$ cat config.mk
export PLATFORM = sky130hd
export DESIGN_NAME = md5_compress_iter
export DESIGN_NICKNAME = d
export VERILOG_FILES = /design/src/rtl/md5_compress_iter.sv
export SDC_FILE = /design/constraint.sdc
export NUM_CORES = 2
export LEC_CHECK = 0
export CORE_MARGIN = 8
export CORE_UTILIZATION = 40
export CTS_CLUSTER_DIAMETER = 60
export DETAILED_ROUTE_END_ITERATION = 16
export GPL_ROUTABILITY_DRIVEN = 0
export SLEW_MARGIN = 20
export SYNTH_ARGS = -nofsm -noshare
export SYNTH_HDL_FRONTEND = slang
export SYNTH_SLANG_ARGS = --single-unit
$ cat constraint.sdc
create_clock -name clk_i -period 18.2 [get_ports clk_i]
set_input_delay 2.73 -clock clk_i [delete_from_list [all_inputs] [get_ports clk_i]]
set_output_delay 2.73 -clock clk_i [all_outputs]
set_load 0.01 [all_outputs]
$ cat src/rtl/md5_compress_iter.sv
// md5_compress_iter: iterative MD5 block compression with STEPS steps per clock and valid/ready handshakes
module md5_compress_iter #(
  parameter int STEPS = 1,
  parameter int n = 32
) (
  input  logic         clk_i,
  input  logic         rst_i,
  input  logic         in_valid_i,
  output logic         in_ready_o,
  input  logic         init_i,
  input  logic [n-1:0] H_i [0:3],
  input  logic [n-1:0] M_i [0:15],
  output logic         out_valid_o,
  input  logic         out_ready_i,
  output logic [n-1:0] H_o [0:3],
  output logic         busy_o
);
  if (!(STEPS == 1 || STEPS == 2 || STEPS == 4 || STEPS == 8 || STEPS == 16) || n != 32) begin : g_bad
    $error("md5_compress_iter: STEPS must be 1/2/4/8/16 and n must be 32");
  end
  localparam logic [31:0] K [64] = '{
    32'hd76aa478, 32'he8c7b756, 32'h242070db, 32'hc1bdceee, 32'hf57c0faf, 32'h4787c62a, 32'ha8304613, 32'hfd469501,
    32'h698098d8, 32'h8b44f7af, 32'hffff5bb1, 32'h895cd7be, 32'h6b901122, 32'hfd987193, 32'ha679438e, 32'h49b40821,
    32'hf61e2562, 32'hc040b340, 32'h265e5a51, 32'he9b6c7aa, 32'hd62f105d, 32'h02441453, 32'hd8a1e681, 32'he7d3fbc8,
    32'h21e1cde6, 32'hc33707d6, 32'hf4d50d87, 32'h455a14ed, 32'ha9e3e905, 32'hfcefa3f8, 32'h676f02d9, 32'h8d2a4c8a,
    32'hfffa3942, 32'h8771f681, 32'h6d9d6122, 32'hfde5380c, 32'ha4beea44, 32'h4bdecfa9, 32'hf6bb4b60, 32'hbebfbc70,
    32'h289b7ec6, 32'heaa127fa, 32'hd4ef3085, 32'h04881d05, 32'hd9d4d039, 32'he6db99e5, 32'h1fa27cf8, 32'hc4ac5665,
    32'hf4292244, 32'h432aff97, 32'hab9423a7, 32'hfc93a039, 32'h655b59c3, 32'h8f0ccc92, 32'hffeff47d, 32'h85845dd1,
    32'h6fa87e4f, 32'hfe2ce6e0, 32'ha3014314, 32'h4e0811a1, 32'hf7537e82, 32'hbd3af235, 32'h2ad7d2bb, 32'heb86d391
  };
  localparam logic [4:0] S [16] = '{
    5'd7, 5'd12, 5'd17, 5'd22, 5'd5, 5'd9, 5'd14, 5'd20,
    5'd4, 5'd11, 5'd16, 5'd23, 5'd6, 5'd10, 5'd15, 5'd21
  };
  localparam logic [31:0] IV [4] = '{32'h67452301, 32'hefcdab89, 32'h98badcfe, 32'h10325476};
  typedef enum logic [1:0] {IDLE, RUN, DONE} state_t;
  state_t       st_q;
  logic [6:0]   i_q;
  logic [31:0]  a_q, b_q, c_q, d_q;
  logic [n-1:0] hs_q [4];
  logic [n-1:0] m_q [16];
  logic [n-1:0] h_sel [4];
  logic [127:0] abcd_d;
  function automatic logic [3:0] g_of(input logic [5:0] j);
    g_of = j[5:4] == 2'd0 ? j[3:0] :
           j[5:4] == 2'd1 ? 4'(5 * j[3:0] + 1) :
           j[5:4] == 2'd2 ? 4'(3 * j[3:0] + 5) : 4'(7 * j[3:0]);
  endfunction
  function automatic logic [127:0] md5_step(input logic [127:0] x, input logic [5:0] j, input logic [31:0] w);
    logic [31:0] a, b, c, d, f, t, rot;
    logic [4:0]  sh;
    {a, b, c, d} = x;
    f = j[5:4] == 2'd0 ? (b & c) | (~b & d) :
        j[5:4] == 2'd1 ? (b & d) | (c & ~d) :
        j[5:4] == 2'd2 ? b ^ c ^ d : c ^ (b | ~d);
    t = a + f + K[j] + w;
    sh = S[{j[5:4], j[1:0]}];
    rot = (t << sh) | (t >> (6'd32 - {1'b0, sh}));
    md5_step = {d, b + rot, b, c};
  endfunction
  // STEPS steps chained combinationally from the current working registers
  always_comb begin
    abcd_d = {a_q, b_q, c_q, d_q};
    for (int s = 0; s < STEPS; s++)
      abcd_d = md5_step(abcd_d, i_q[5:0] + 6'(s), m_q[g_of(i_q[5:0] + 6'(s))]);
  end
  always_comb begin
    for (int k = 0; k < 4; k++) h_sel[k] = init_i ? IV[k] : H_i[k];
  end
  always_ff @(posedge clk_i) begin
    if (!rst_i) begin
      st_q <= IDLE;
      i_q <= '0;
      {a_q, b_q, c_q, d_q} <= '0;
      hs_q <= '{default: '0};
      m_q <= '{default: '0};
      H_o <= '{default: '0};
    end else begin
      case (st_q)
        IDLE: if (in_valid_i) begin
          m_q <= M_i;
          hs_q <= h_sel;
          {a_q, b_q, c_q, d_q} <= {h_sel[0], h_sel[1], h_sel[2], h_sel[3]};
          i_q <= '0;
          st_q <= RUN;
        end
        RUN: begin
          {a_q, b_q, c_q, d_q} <= abcd_d;
          i_q <= i_q + 7'(STEPS);
          if (i_q + 7'(STEPS) == 7'd64) begin
            H_o[0] <= hs_q[0] + abcd_d[127:96];
            H_o[1] <= hs_q[1] + abcd_d[95:64];
            H_o[2] <= hs_q[2] + abcd_d[63:32];
            H_o[3] <= hs_q[3] + abcd_d[31:0];
            st_q <= DONE;
          end
        end
        DONE: if (out_ready_i) st_q <= IDLE;
        default: st_q <= IDLE;
      endcase
    end
  end
  assign in_ready_o  = st_q == IDLE;
  assign busy_o      = st_q == RUN;
  assign out_valid_o = st_q == DONE;
endmodule

# ---- Word-level counts from Yosys, hierarchy flattened
# Memories as Yosys holds them, arrays and structs flattened.
# Index checks and enable logic that the tools add are counted.
dict set report word_totals {
  regBits 905
  latch_bits 0
  ramBits 0
  mem_bits_ro 2128
  input_bits 645
  output_inout_bits 131
  word_cells 114
  n_memories 2
}
dict set report op_classes {
  n_addsub 12
  mul 3
  n_div 0
  magnitude_cmp 3
  eq_ne 8
  shift 2
  muxes 31
  bitwise_logic 16
  reduce_logical 7
}
# memory depth width rd rd_clocked_by_memory_dff write_ports line_no
set mem_list {}
lappend mem_list {{(no name shown)} 64 32 1 0 0 56} ;# t = a + f + K[j] + w;
lappend mem_list {{(no name shown)} 16 5 1 0 0 57} ;# sh = S[{j[5:4], j[1:0]}];
# op n
set op_table {}
lappend op_table {{$mux 32} 15}
lappend op_table {{$add 32x32->32} 8}
lappend op_table {{$pmux 32 s2} 4}
lappend op_table {{$and 32x32->32} 4}
lappend op_table {{$bmux 32 s4} 1}
lappend op_table {{$or 32x32->32} 4}
lappend op_table {{$xor 32x32->32} 3}
lappend op_table {{$not 32->32} 2}
lappend op_table {{$shl 32x5->32} 1}
lappend op_table {{$shr 32x6->32} 1}
lappend op_table {{$pmux 7 s2} 1}
lappend op_table {{$mux 4} 3}
lappend op_table {{$ge 5x5->1 const B} 2}
lappend op_table {{$mux 5} 2}
lappend op_table {{$not 4->5} 2}
lappend op_table {{$mul 3x4->4 const A} 2}
lappend op_table {{$add 7x1->7 const B} 1}
lappend op_table {{$eq 7x7->1 const B} 1}
lappend op_table {{$ge 7x7->1 const B} 1}
lappend op_table {{$mux 7} 1}
lappend op_table {{$not 6->7} 1}
lappend op_table {{$mux 2} 3}
lappend op_table {{$pmux 2 s3} 1}
lappend op_table {{$reduce_and 2->1} 3}
lappend op_table {{other kinds (11)} 15}

# ---- Logic depth before layout (Yosys ltp)
dict set report logic_depth {
  ltp_word 14
  depth_mapped 60
  ltp_nobuf 54
}

# ---- Worst setup path before layout
# Ideal clock, no wire load.
dict set report synth_timing {
  path_kind {reg-to-reg}
  from {reg i_q[2]}
  to {reg H_o[95] (netlist name)}
  setup_ps 119
  arrival_ps 12829
  required_ps 18081
  slack_ps 5252
  stages_incl_launch_ff 54
  path_buffers 6
  synth_period_minus_slack_ps 12948
  path_cell_list {dfxtp_1 -> clkbuf_1 -> inv_1 -> clkbuf_1 -> buf_1 -> ha_1 -> fa_1 -> xnor2_1 -> xnor2_1 -> a21oi_1 -> a22oi_4 -> clkbuf_1 -> clkbuf_1 -> buf_1 -> mux2i_1 -> a21oi_1 -> fa_1 -> fa_1 -> [18 not listed] -> o21ai_0 -> a21oi_1 -> o21ai_0 -> nand2b_1 -> a21o_1 -> a21o_1 -> a21oi_1 -> xnor2_1 -> ha_1 -> a2111o_1 -> o31ai_1 -> a31oi_1 -> a221o_1 -> a2111oi_0 -> a311oi_1 -> or3_1 -> mux2i_1 -> nor3_1}
}
dict set report synth_via {
  elab_chain_len 14
  word_cells_on_any_way 26
  classes_between {add/sub: 7; mul: 3; eq/ne: 1; shift: 2; mux: 8; bitwise: 3; reduce/logical: 1; memory: 1}
}
# element line_no
set synth_rtl {}
lappend synth_rtl {{start, declared} 38} ;# logic [6:0] i_q;
lappend synth_rtl {{start signal, assigned} 89} ;# i_q <= i_q + 7'(STEPS);
lappend synth_rtl {{$mul 2x4->4} 47} ;# j[5:4] == 2'd2 ? 4'(3 * j[3:0] + 5) : 4'(7 * j[3:0]);
lappend synth_rtl {{$add 4x3->4} 47}
lappend synth_rtl {{$mux 4} 47}
lappend synth_rtl {{$mux 4} 46} ;# j[5:4] == 2'd1 ? 4'(5 * j[3:0] + 1) :
lappend synth_rtl {{$mux 4} 45} ;# g_of = j[5:4] == 2'd0 ? j[3:0] :
lappend synth_rtl {{$not 4->5 (implied by the code)} 65} ;# abcd_d = md5_step(abcd_d, i_q[5:0] + 6'(s), m_q[g_of(i_q[5:0] + 6'(s))]);
lappend synth_rtl {{$bmux 32 s4} 65}
lappend synth_rtl {{$mux 32 (implied by the code) (2 in a row)} 65}
lappend synth_rtl {{$add 32x32->32} 56}
lappend synth_rtl {{$shr 32x6->32 or $shl 32x5->32 (tied branches)} 58} ;# rot = (t << sh) | (t >> (6'd32 - {1'b0, sh}));
lappend synth_rtl {{$or 32x32->32} 58}
lappend synth_rtl {{$add 32x32->32} 59} ;# md5_step = {d, b + rot, b, c};
lappend synth_rtl {{$add 32x32->32} 92} ;# H_o[1] <= hs_q[1] + abcd_d[95:64];
lappend synth_rtl {{end, declared} 15} ;# output logic [n-1:0] H_o [0:3],
# Several ways; a longest one is shown, not always the timed one. The select of a mux whose other input is x is not followed.
# A chain may end at the register's enable or synchronous reset.

# ---- Worst setup path in the final report
dict set report layout_timing {
  from {reg i_q[5]}
  to {reg H_o[95] (netlist name)}
}
dict set report layout_via {
  elab_chain_len 13
  word_cells_on_any_way 33
  classes_between {add/sub: 7; eq/ne: 3; shift: 2; mux: 13; bitwise: 4; reduce/logical: 2; memory: 2}
}
# element
set layout_rtl {}
lappend layout_rtl {{branches (longest 13 deep; another with $add 32x32->32)}}
# Several ways; the timed one is not identified. The select of a mux whose other input is x is not followed.

==> flow_summary.yaml <==
synth:
  syn_avg_cell_area_um2: 7.785
  synth_top_family_by_area: "compound AO/OA/AOI/OAI gates"
  synth_compound_area_share_pct: 23.47
  synth.area.top_cells: "dfxtp_1, nand2_1, a21oi_1"
  yosysWarnings: 0
  synth-simple-area-share_pct: 18.73
  synth_cells: 6970
  seq_area_frac_synth_pct: 33.39
  async_flop_share_pct: 0
  yosysTopAreaCellShare_pct: 33.39
  synth_xor_area_share_pct: 3.510
  synth_top_cell_by_area: "dfxtp_1"
  synth_area_mm2: 0.05426
  synth_edf_count: 0
  syn_nets: 7908
  synth_fa_ha_area_share_pct: 7.725
  synthFlopType: "dfxtp_1"
  muxShareOfSynthArea_pct: 8.304
  ys_ff_latch: 905
  synth.distinct_cells: 86
power_and_ir_drop:
  leakagePower_nw: 25.51
  p_sw_w: 0.003202
  p_int_w: 0.004773
  ir_drop_mv: 0.08283
  combinationalPowerShare_pct: 43.3
  power_density_mw_per_mm2: 119.3
  pwr-share-seq_pct: 28.7
  p_clk_share_pct: 28.0
  switching_share_pct: 40.15
final_layout:
  register_area_mm2: 0.01813
  syn_to_final_growth_pct: 23.23
  final_nets: 8365
  drive_above_1_share_pct: 6.239
  design_area_mm2: 0.06686
  fillCellCount: 13260
  final_cell_mix: "nand2_1, a21oi_1, dfxtp_1"
  final_common_cell: "nand2_1"
  fin_cells: 9318
  multiInputGateArea_mm2: 0.03358
floorplanning:
  start_util_pct: 40.15
  ios: 776
  die_w_um: 384.3
  core_mm2: 0.1351
  fp.dieArea_mm2: 0.1477
  fp-row-count: 135
  die_h_um: 384.3
grt:
  antenna_found_initial: 35
  gr-total-overflow: 0
  grt_pass1_wl_um: 349600
  grt_max_degree: 223
  grtUsageTotal_pct: 31.38
  first_global_vias: 51710
run:
  max_cap_violations: 0
worst_setup_path:
  rrSetupSlack_ps: 3530
  rr_worst_depth: 46
  arrival_ps: 15260
  cp_top_family: "compound AO/OA/AOI/OAI gates"
  cp_num_cells: 46
  reg2reg_to: "H_o[95]"
  setup.worst_path.start: "i_q[5]"
  cp.required_ps: 18790
  cp-start-kind: "flop"
  crit_path_top_delay_cell: "dfxtp_4"
  cpPeakStageDelay_ps: 840
  critPathBufInv: 6
  path_class: "reg2reg"
  r2r_start: "i_q[5]"
  setup.worst_path.end: "H_o[95]"
  critical_path.max_fanout: 107
  crit_path_end_kind: "flop"
timing:
  period_share_pct: 80.60
  worst_slew_pin_slew_ps: 1238
  fmax_ghz: 0.06817
  max-slew-margin-rel_pct: 17.08
  finalSetupViolCount: 0
  rsz0062_at_grt: "no"
  slew_viol_final: 0
  finalHoldViolCount: 0
  setup-tns-final_ps: 0
  setup_slack_ps: 3531
  fin_skew_ps: 38.94
  finalCriticalPeriod_ps: 14670
placement:
  port_buffers: 775
  dp_slack_ps: 3768
  dp_cells: 9100
  place_area_mm2: 0.06311
  dp_hpwl_um: 185800
clocking:
  postCtsSetupRepairBufs: 0
  clk_path_buf_depth: 3
  htreeDepth: 3
  cts.sinks: 905
  cts_tree: "yes"
  post_cts_resized: 0
  hold_buffers: 0
  clock_latency_ps: 730
  path_clk_slew_ps: 60
  numCtsBuffers: 105
  cts_root_buffer: "clkbuf_16"
route:
  ant_nets: 0
  drtIter0Drc: 6550
  drt_wl_total_um: 243600
  drc: 0
  wire_per_inst_um: 26.14
  vias_per_cell: 5.876
  drtPass1Iterations: 10
  vias: 54750
hold_path:
  hold_path.class: "reg2reg"
status:
  status: "completed"
synthesized netlist by cell type, types with 9 or more instances:
master and number:
a32oi_1 17, xnor2_1 164, or2_2 27, a22oi_1 101, o31ai_1 21, a2111oi_0 9
inv_1 188, nor3_1 74, and3_1 28, buf_1 48, nand3_1 74, o221ai_1 18
nand2b_1 36, a211oi_1 163, nor2b_1 64, a21oi_1 1007, clkbuf_1 455, o31a_1 9
dfxtp_1 905, o311ai_0 15, a21o_1 78, nand4_1 14, nand2_1 1545, o21a_1 39
or3_1 21, o22ai_1 15, a211o_1 20, ha_1 223, and2_1 26, o211ai_1 33
mux2_2 12, nor2_1 537, mux4_2 136, o21bai_1 25, a311oi_1 13, o21ai_0 283
xor2_1 49, a31oi_1 94, fa_1 70, mux2i_1 127, a221oi_1 65
metal layers:
| metal | GRT usage, % | vias up | share of wire (%) |
|---|---|---|---|
| met2 | 49.50 | 2728 | 45 |
| met4 | 19.93 | 18 | 7.5 |
| met5 | 0 | - | 0.048 |
| li1 | - | 25460 | - |
| met1 | 37.57 | 25880 | 38 |
| met3 | 8.899 | 671 | 9.6 |
per-stage QoR:
stage	total power (W)	utilization [%]	hold slack (ps)
floorplan	0.004573	-	428.8
global placement	0.005666	46.70	438.8
detailed placement	0.005695	46.70	443.5
CTS	0.007932	49.42	449.5
global route	0.008380	49.47	465.8
finish	0.007976	49.48	445.8
worst min-delay path, delay by kind of cell (launching register included):
kind	cells	cell delay, ps
flops	1	300
simple gates	1	50
compound gates	1	50
flip-flops by register name, summed over array words and instances (netlist names):
register and count:
st_q 2, i_q 7, m_q 512, d_q 32, a_q 32, H_o 128
hs_q 128, c_q 32, b_q 32
cells by family after synthesis:
logic type	Yosys count
xor+xnor	215
fa+ha+maj	293
simple gates	2480
mux	277
compound gates	2099
buf+inv	701
flops	905
power groups by stage:
| stage | Sequential, W | Combinational, W | Clock (W) |
|---|---|---|---|
| after CTS | 0.00228 | 0.00339 | 0.00226 |
| after global routing | 0.00229 | 0.00375 | 0.00234 |
| final | 0.00229 | 0.00346 | 0.00223 |
| after global placement | 0.00232 | 0.00335 | 0 |
| after floorplan | 0.00224 | 0.00234 | 0 |
| after detailed placement | 0.00232 | 0.00337 | 0 |
worst min path at each step:
stage                        start       end  slack [ps]  depth (start not counted)
after floorplan            st_q[1]   st_q[0]         430                          1
after global placement    m_q[430]  m_q[430]         440                          2
after detailed placement  m_q[259]  m_q[259]         440                          2
after CTS                  H_o[83]   H_o[83]         450                          2
after global routing      m_q[307]  m_q[307]         470                          2
final                      H_o[83]   H_o[83]         450                          2
layout make-up:
class                           count  area share, %
Clock inverter                     44         0.9038
Sequential cell                   905          27.11
Multi-Input combinational cell   5364          50.23
Inverter                          192          1.093
Tap cell                         1781          3.333
Timing Repair Buffer              859          12.67
Clock buffer                      153          4.590
Antenna cell                       20        0.07485
(Power assumes the default switching activity.)
